`src/rtl/mem_req_sequencer.sv`:
```
// Vector memory request sequencer: expands a strided load/store command
// into per-beat queue requests and waits for queue completion.
module mem_req_sequencer #(
    parameter int ADDR_WIDTH     = 32,
    parameter int DATA_WIDTH     = 64,
    parameter int LEN_BITS       = 9,
    parameter int TIMEOUT_CYCLES = 1023
) (
    input  logic                    clk,
    input  logic                    rst_n,
    input  logic                    cmd_valid,
    output logic                    cmd_ready,
    input  logic                    cmd_is_store,
    input  logic [ADDR_WIDTH-1:0]   cmd_base,
    input  logic [ADDR_WIDTH-1:0]   cmd_stride,
    input  logic [LEN_BITS-1:0]     cmd_len,
    input  logic [DATA_WIDTH-1:0]   st_data,
    input  logic                    st_valid,
    output logic                    st_ready,
    output logic [ADDR_WIDTH-1:0]   q_addr_out,
    output logic [DATA_WIDTH-1:0]   q_data_out,
    output logic                    q_req_out,
    output logic                    q_valid_out,
    output logic                    q_start_out,
    output logic [DATA_WIDTH/8-1:0] q_be_out,
    output logic                    q_ready_out,
    input  logic                    q_done_ld,
    input  logic                    q_done_st,
    output logic                    busy,
    output logic                    done,
    output logic                    err
);

    localparam int WW = $clog2(TIMEOUT_CYCLES + 1);
    localparam logic [WW-1:0] WMAX = WW'(TIMEOUT_CYCLES - 1);

    typedef enum logic [2:0] {
        IDLE, LD_ISSUE, LD_WAIT, ST_ISSUE, ST_WAIT, FIN
    } state_t;

    state_t                state;
    logic [ADDR_WIDTH-1:0] addr;
    logic [ADDR_WIDTH-1:0] stride;
    logic [LEN_BITS-1:0]   len;
    logic [LEN_BITS-1:0]   idx;
    logic [WW-1:0]         wcnt;
    logic                  to_flag;
    logic                  last;

    assign last        = (idx == len - LEN_BITS'(1));
    assign cmd_ready   = (state == IDLE);
    assign st_ready    = (state == ST_ISSUE);
    assign busy        = (state != IDLE);
    assign q_ready_out = (state == LD_ISSUE) || (state == LD_WAIT);
    assign q_be_out    = '1;

    always_ff @(posedge clk or negedge rst_n) begin
        if (!rst_n) begin
            state       <= IDLE;
            addr        <= '0;
            stride      <= '0;
            len         <= '0;
            idx         <= '0;
            wcnt        <= '0;
            to_flag     <= 1'b0;
            q_addr_out  <= '0;
            q_data_out  <= '0;
            q_req_out   <= 1'b0;
            q_valid_out <= 1'b0;
            q_start_out <= 1'b0;
            done        <= 1'b0;
            err         <= 1'b0;
        end else begin
            q_req_out   <= 1'b0;
            q_valid_out <= 1'b0;
            q_start_out <= 1'b0;
            done        <= 1'b0;
            err         <= 1'b0;
            unique case (state)
                IDLE: begin
                    if (cmd_valid) begin
                        addr    <= cmd_base;
                        stride  <= cmd_stride;
                        len     <= cmd_len;
                        idx     <= '0;
                        to_flag <= 1'b0;
                        if (cmd_len == '0)
                            state <= FIN;
                        else if (cmd_is_store)
                            state <= ST_ISSUE;
                        else
                            state <= LD_ISSUE;
                    end
                end
                LD_ISSUE: begin
                    q_req_out  <= 1'b1;
                    q_addr_out <= addr;
                    addr       <= addr + stride;
                    idx        <= idx + LEN_BITS'(1);
                    if (last) begin
                        state <= LD_WAIT;
                        wcnt  <= '0;
                    end
                end
                ST_ISSUE: begin
                    // Stall without advancing when no store beat is offered
                    if (st_valid) begin
                        q_valid_out <= 1'b1;
                        q_data_out  <= st_data;
                        q_addr_out  <= addr;
                        q_start_out <= (idx == '0);
                        addr        <= addr + stride;
                        idx         <= idx + LEN_BITS'(1);
                        if (last) begin
                            state <= ST_WAIT;
                            wcnt  <= '0;
                        end
                    end
                end
                LD_WAIT, ST_WAIT: begin
                    if ((state == LD_WAIT) ? q_done_ld : q_done_st) begin
                        state <= FIN;
                    end else if (wcnt == WMAX) begin
                        state   <= FIN;
                        to_flag <= 1'b1;
                    end else begin
                        wcnt <= wcnt + WW'(1);
                    end
                end
                FIN: begin
                    done  <= 1'b1;
                    err   <= to_flag;
                    state <= IDLE;
                end
                default: state <= IDLE;
            endcase
        end
    end

endmodule

```
`config.mk`:
```
export PLATFORM = sky130hd
export DESIGN_NAME = mem_req_sequencer
export DESIGN_NICKNAME = d
export VERILOG_FILES = /design/src/rtl/mem_req_sequencer.sv
export SDC_FILE = /design/constraint.sdc
export NUM_CORES = 1
export LEC_CHECK = 0
export CAP_MARGIN = 20
export CORE_UTILIZATION = 35
export DETAILED_ROUTE_END_ITERATION = 6
export PLACE_DENSITY = 0.7
export SLEW_MARGIN = 20
export SYNTH_ARGS = -nofsm -noshare
export SYNTH_HDL_FRONTEND = slang
export SYNTH_SLANG_ARGS = --single-unit
```
`constraint.sdc`:
```
create_clock -name clk -period 2.75 [get_ports clk]
set_input_delay 0.825 -clock clk [delete_from_list [all_inputs] [get_ports clk]]
set_output_delay 0.825 -clock clk [all_outputs]
set_load 0.1 [all_outputs]
```
=== Yosys cells after proc, flatten, opt, wreduce, memory -nomap -nowiden ===
Cells that the tools add are included.

* Register bits: 197
* Input bits: 144
* Word-level logic and storage cells: 84

* $add $sub $neg: 4
* Equality and inequality tests: 15
* Mux-type cells: 34
* Reductions and logical operators: 17

{| class="wikitable"
|+ Operators with widths
! operator !! number
|-
| 2-to-1 mux 32 bit || 3
|-
| case mux 32 bit (3 select lines) || 1
|-
| case mux 32 bit (2 select lines) || 1
|-
| 2-to-1 mux 10 bit || 4
|-
| adder 32 bit || 1
|-
| case mux 10 bit (3 select lines) || 1
|-
| case mux 9 bit (3 select lines) || 1
|-
| 2-to-1 mux 3 bit || 7
|-
| logical NOT 9 bit || 2
|-
| 2-to-1 mux 9 bit || 2
|-
| inequality test 2 bit (second input constant) || 6
|-
| case mux 3 bit (4 select lines) || 1
|-
| 2-to-1 mux 1 bit || 11
|-
| adder 10 x 1 -> 10 bit (second input constant) || 1
|-
| equality test 10 bit (second input constant) || 1
|-
| adder 9 x 1 -> 9 bit (second input constant) || 1
|-
| equality test 9 bit || 1
|-
| nonzero test 3 bit || 3
|-
| subtractor 9 x 1 -> 9 bit (second input constant) || 1
|-
| AND reduction 4 bit || 2
|-
| equality test 3 x 2 -> 1 bit (second input constant) || 2
|-
| equality test 3 bit (second input constant) || 2
|-
| AND reduction 2 bit || 3
|-
| AND reduction 5 bit || 1
|-
| 10 further kinds || 11
|}

=== Logic depth before layout (Yosys ltp) ===
* Depth after elaboration: 5
* Mapped depth: 11
* Depth with buffers taken out: 11

=== Least setup slack after synthesis ===
Ideal clock, no wire load.

* Path kind: register -> register
* Start: register state[1]
* End: register state[0]
* Library setup time: 120 ps
* Data arrival time: 4729 ps
* Required time: 2630 ps
* Setup slack: -2100 ps
* Cell stages (with the launch flop): 7
* Buffers on the path: 1
* Period minus slack after synthesis: 4850 ps
* Cells stage by stage: dfrtp_1 > clkbuf_1 > nor3_1 > inv_1 > nor2_1 > nor3_4 > a31o_2

* Elaborated cells on any way between the ends: 15
* Classes of those cells: eq/ne: 9; mux: 3; reduce/logical: 3

{| class="wikitable"
|+ RTL lines
! what !! line !! source
|-
| start, declared || 41 || <nowiki>state_t state;</nowiki>
|-
| start signal, assigned || 59 || <nowiki>state <= IDLE;</nowiki>
|-
| start signal, assigned || 88 || <nowiki>state <= FIN;</nowiki>
|-
| start signal, assigned || 90 || <nowiki>state <= ST_ISSUE;</nowiki>
|-
| logical NOT 3 bit (*) || -- ||
|-
| via cmd_ready || 12 || <nowiki>output logic cmd_ready,</nowiki>
|-
| inequality test 2 bit (no source line) || -- ||
|-
| AND reduction 5 bit (no source line) || -- ||
|}

Mark *: on every way through the listed nets, which the timed path passes. The rest lies on a longest branch.
A chain may end at the register's enable or synchronous reset.

=== Worst setup path in the final report ===
* Start: register addr[16]
* End: register addr[26]

* Cells in the longest elaborated chain, start to end: 3

{| class="wikitable"
|+ Ends and longest elaborated chain
! what !! line !! source
|-
| start, declared || 42 || <nowiki>logic [ADDR_WIDTH-1:0] addr;</nowiki>
|-
| start signal, assigned || 82 || <nowiki>addr <= cmd_base;</nowiki>
|-
| start signal, assigned || 98 || <nowiki>addr <= addr + stride;</nowiki>
|-
| start signal, assigned || 112 || <nowiki>addr <= addr + stride;</nowiki>
|-
| adder 32 bit (*) || 98, 112 ||
|-
| 2-to-1 mux 32 bit || 107 || <nowiki>if (st_valid) begin</nowiki>
|-
| case mux 32 bit (3 select lines) (*) || 79 || <nowiki>unique case (state)</nowiki>
|}

Every way passes the cells marked *; elsewhere a longest branch is shown, timed or not. The select of a mux whose other input is x is not followed.

==> impl_metrics.tcl <==
set metrics [dict create \
    outcome "complete, no violations" \
    dpl_worst_slack_ns -0.0343 \
    antenna_cells 0 \
    cts.hold.buffers_added 0 \
    layout.nets 1406 \
    clk_pin_slew_worst_paths_ns 0.08 \
    io_buffers 248 \
    cts_tree "built" \
    overflow 0 \
    clock_path_buffers 2 \
    area_delta_synth_final_pct 37.8 \
    dr_total_vias 8213 \
    drv_cap 0 \
    clock.fmax_mhz 379 \
    hold_viol_final 0 \
    maxSlewHeadroom_pct 61.7 \
    setup-violations-final 0 \
    finClkSkew_ns 0.0157 \
    worstPathArrival_ns 2.99 \
    setup_tns_ns 0 \
    clock_sinks 197 \
    syn-cell-area_mm2 0.00993 \
    max_stage_delay_ns 0.40 \
    tightest_slew_ns 0.575 \
    drt_wl_total_mm 26.4 \
    min_period_ns 2.64 \
    cp_max_fo 6 \
    crit_buf_inv 0 \
    dr.pass1.iters 5 \
    initial_core_util_pct 35.6 \
    drt_iter0_drc 416 \
    syn_area_per_cell_um2 10.4 \
    drive_above_1_share_pct 25.4 \
    synthFlopType "dfrtp_1" \
    syn-instance-count 959 \
    start_kind "flop" \
    synth_edf_count 0 \
    r2r_slack_ns 0.11 \
    dieArea_mm2 0.0290 \
    grt_usage_pct 18.3 \
    antenna_found_initial 0 \
    die_w_um 170 \
    path_cells "ha_1 -> and3_1 -> o31ai_2 -> a21oi_2 -> a211o_1 -> nor3_4 -> nor2_1 -> a311o_1 -> o211ai_1" \
    period_share_pct 95.9 \
    crit_family "compound AO/OA/AOI/OAI gates" \
    core-area_mm2 0.0279 \
    clk_latency_ns 0.44 \
    crit_path_end_kind "flop" \
    seq_area_frac_synth_pct 49.6 \
    synth_top_area_share_pct 49.6 \
    grt_max_degree 66 \
    htree_levels 4 \
    num_io_pins 257 \
    fin_area_mm2 0.0137 \
    yosysTopAreaCell "dfrtp_1" \
    r2r_cells 9 \
    post_dp_cell_area_mm2 0.0129 \
    clockRootBuffer "clkbuf_16" \
    hold_path.class "in2async" \
    numCtsBuffers 17 \
    fin_util_pct 49.1 \
    grt_pass1_vias 8051 \
    dp_hpwl_mm 19.7 \
    grt_pass1_wl_mm 41.5 \
    r2r-end "addr[26]$_DFFE_PN0P_" \
    async_flop_share_pct 100 \
    wl_per_cell_um 16.3 \
    worst-setup-path-type "reg2reg" \
    drv_slew 0 \
    synth.distinct_cells 64 \
    gp_congestion 0.842 \
    die_h_um 170 \
    synth_area_leaders "dfrtp_1 (50%), mux2_2 (12%), nand2_1 (5.9%)" \
    worst_slack_ns 0.114 \
    ant_nets 0 \
    r2r_start "addr[16]$_DFFE_PN0P_" \
    synth-seq-cells 197 \
    yosys_warnings 0 \
    cp_slowest_cell "dfrtp_1" \
    route.detailed.drc 0 \
    vias_per_cell 5.08 \
    worst-endpoint-required_ns 3.11 \
    row_count 61 \
]
per-layer routing:
metal	GRT usage (%)	up-vias	share of wire [%]
met2	30.1	226	48
li1	-	3903	-
met4	5.88	0	1.7
met3	4.23	30	5.7
met1	23.6	4054	44
met5	0	-	0
synth_stat cells (all sizes together), types with 14 or more instances:
cell	n
and3	14
a21oi	50
clkbuf	40
nor2	51
o21ai	40
xnor2	27
xor2	15
ha	36
dfrtp	197
nand2	157
nor3	24
mux2	102
inv	23
sequential cells by signal, indices dropped and copies added, names as in the netlist:
name / flops
addr: 32
done: 1
err: 1
idx: 9
len: 9
q_addr_out: 32
q_data_out: 64
q_req_out: 1
q_start_out: 1
q_valid_out: 1
state: 3
stride: 32
to_flag: 1
wcnt: 10
kinds of logic (layout without fill, tap and decap cells):
logic type      after synthesis  count (layout)  synth area share [%]
compound gates              178             178                  11.5
xor+xnor                     42              42                  3.70
fa+ha+maj                    37              37                  4.74
buf+inv                      72             344                  3.04
flops                       197             197                  49.6
mux                         104             104                  11.8
other cells                   1               8                0.0378
simple gates                328             328                  15.6
through the flow:
stage,hold WS (ns),instances
final,0.372,1616
after global placement,0.453,1582
after detailed placement,0.459,1582
after CTS,0.391,1614
after floorplan,0.454,966
after global routing,0.408,1616
repair_timing:
item / 4_1_cts / 5_1_grt
buffers inserted: 0 / 2
endpoints found under the setup margin: 2 / 15
resized for setup: 3 / 22
pin swaps: 0 / 8
final cells by class:
type	count	area [µm²]
fill	2531	14200
sequential	197	4930
multi-input combinational	697	4880
timing repair buffer	289	2680
tap	378	473
clock buffer	17	425
clock inverter	15	205
inverter	23	86.3
worst register-to-register path: stages, from the launching register on:
cell	delay, ns
dfrtp_1	0.40
ha_1	0.36
and3_1	0.22
o31ai_2	0.25
a21oi_2	0.11
a211o_1	0.34
nor3_4	0.32
nor2_1	0.11
a311o_1	0.37
o211ai_1	0.08
how the worst max path moves through the flow:
stage,start,to,slack [ns],cells after the start
final,addr[16]$_DFFE_PN0P_,addr[26]$_DFFE_PN0P_,0.11,9
after global routing,addr[16]$_DFFE_PN0P_,addr[30]$_DFFE_PN0P_,-0.05,9
after CTS,addr[12]$_DFFE_PN0P_,addr[31]$_DFFE_PN0P_,0.01,10
after detailed placement,addr[12]$_DFFE_PN0P_,addr[31]$_DFFE_PN0P_,-0.03,10
after global placement,addr[0]$_DFFE_PN0P_,addr[30]$_DFFE_PN0P_,0.06,12
after floorplan,state[0]$_DFFE_PN0P_,busy,-0.18,3
cells in the final DEF (no fill, tap or decap), types with 6 or more instances in the layout:
cell type,instances
mux2_2,102
o21ai_0,35
clkinv_8,6
inv_1,23
nor3_1,21
a31oi_1,11
xnor2_1,27
a21oi_1,49
nand4_1,13
a21o_1,11
conb_1,8
dfrtp_1,197
nor2_1,46
clkbuf_16,17
nand2_1,157
o21a_1,10
buf_4,134
buf_12,12
nand3_1,13
and2_1,8
xor2_1,15
nand2b_1,7
and3_1,14
a211oi_1,7
ha_1,34
clkdlybuf4s50_1,142
Power is not shown: default switching activity piles up to over one toggle a cycle in this logic, so the estimate is an artifact.
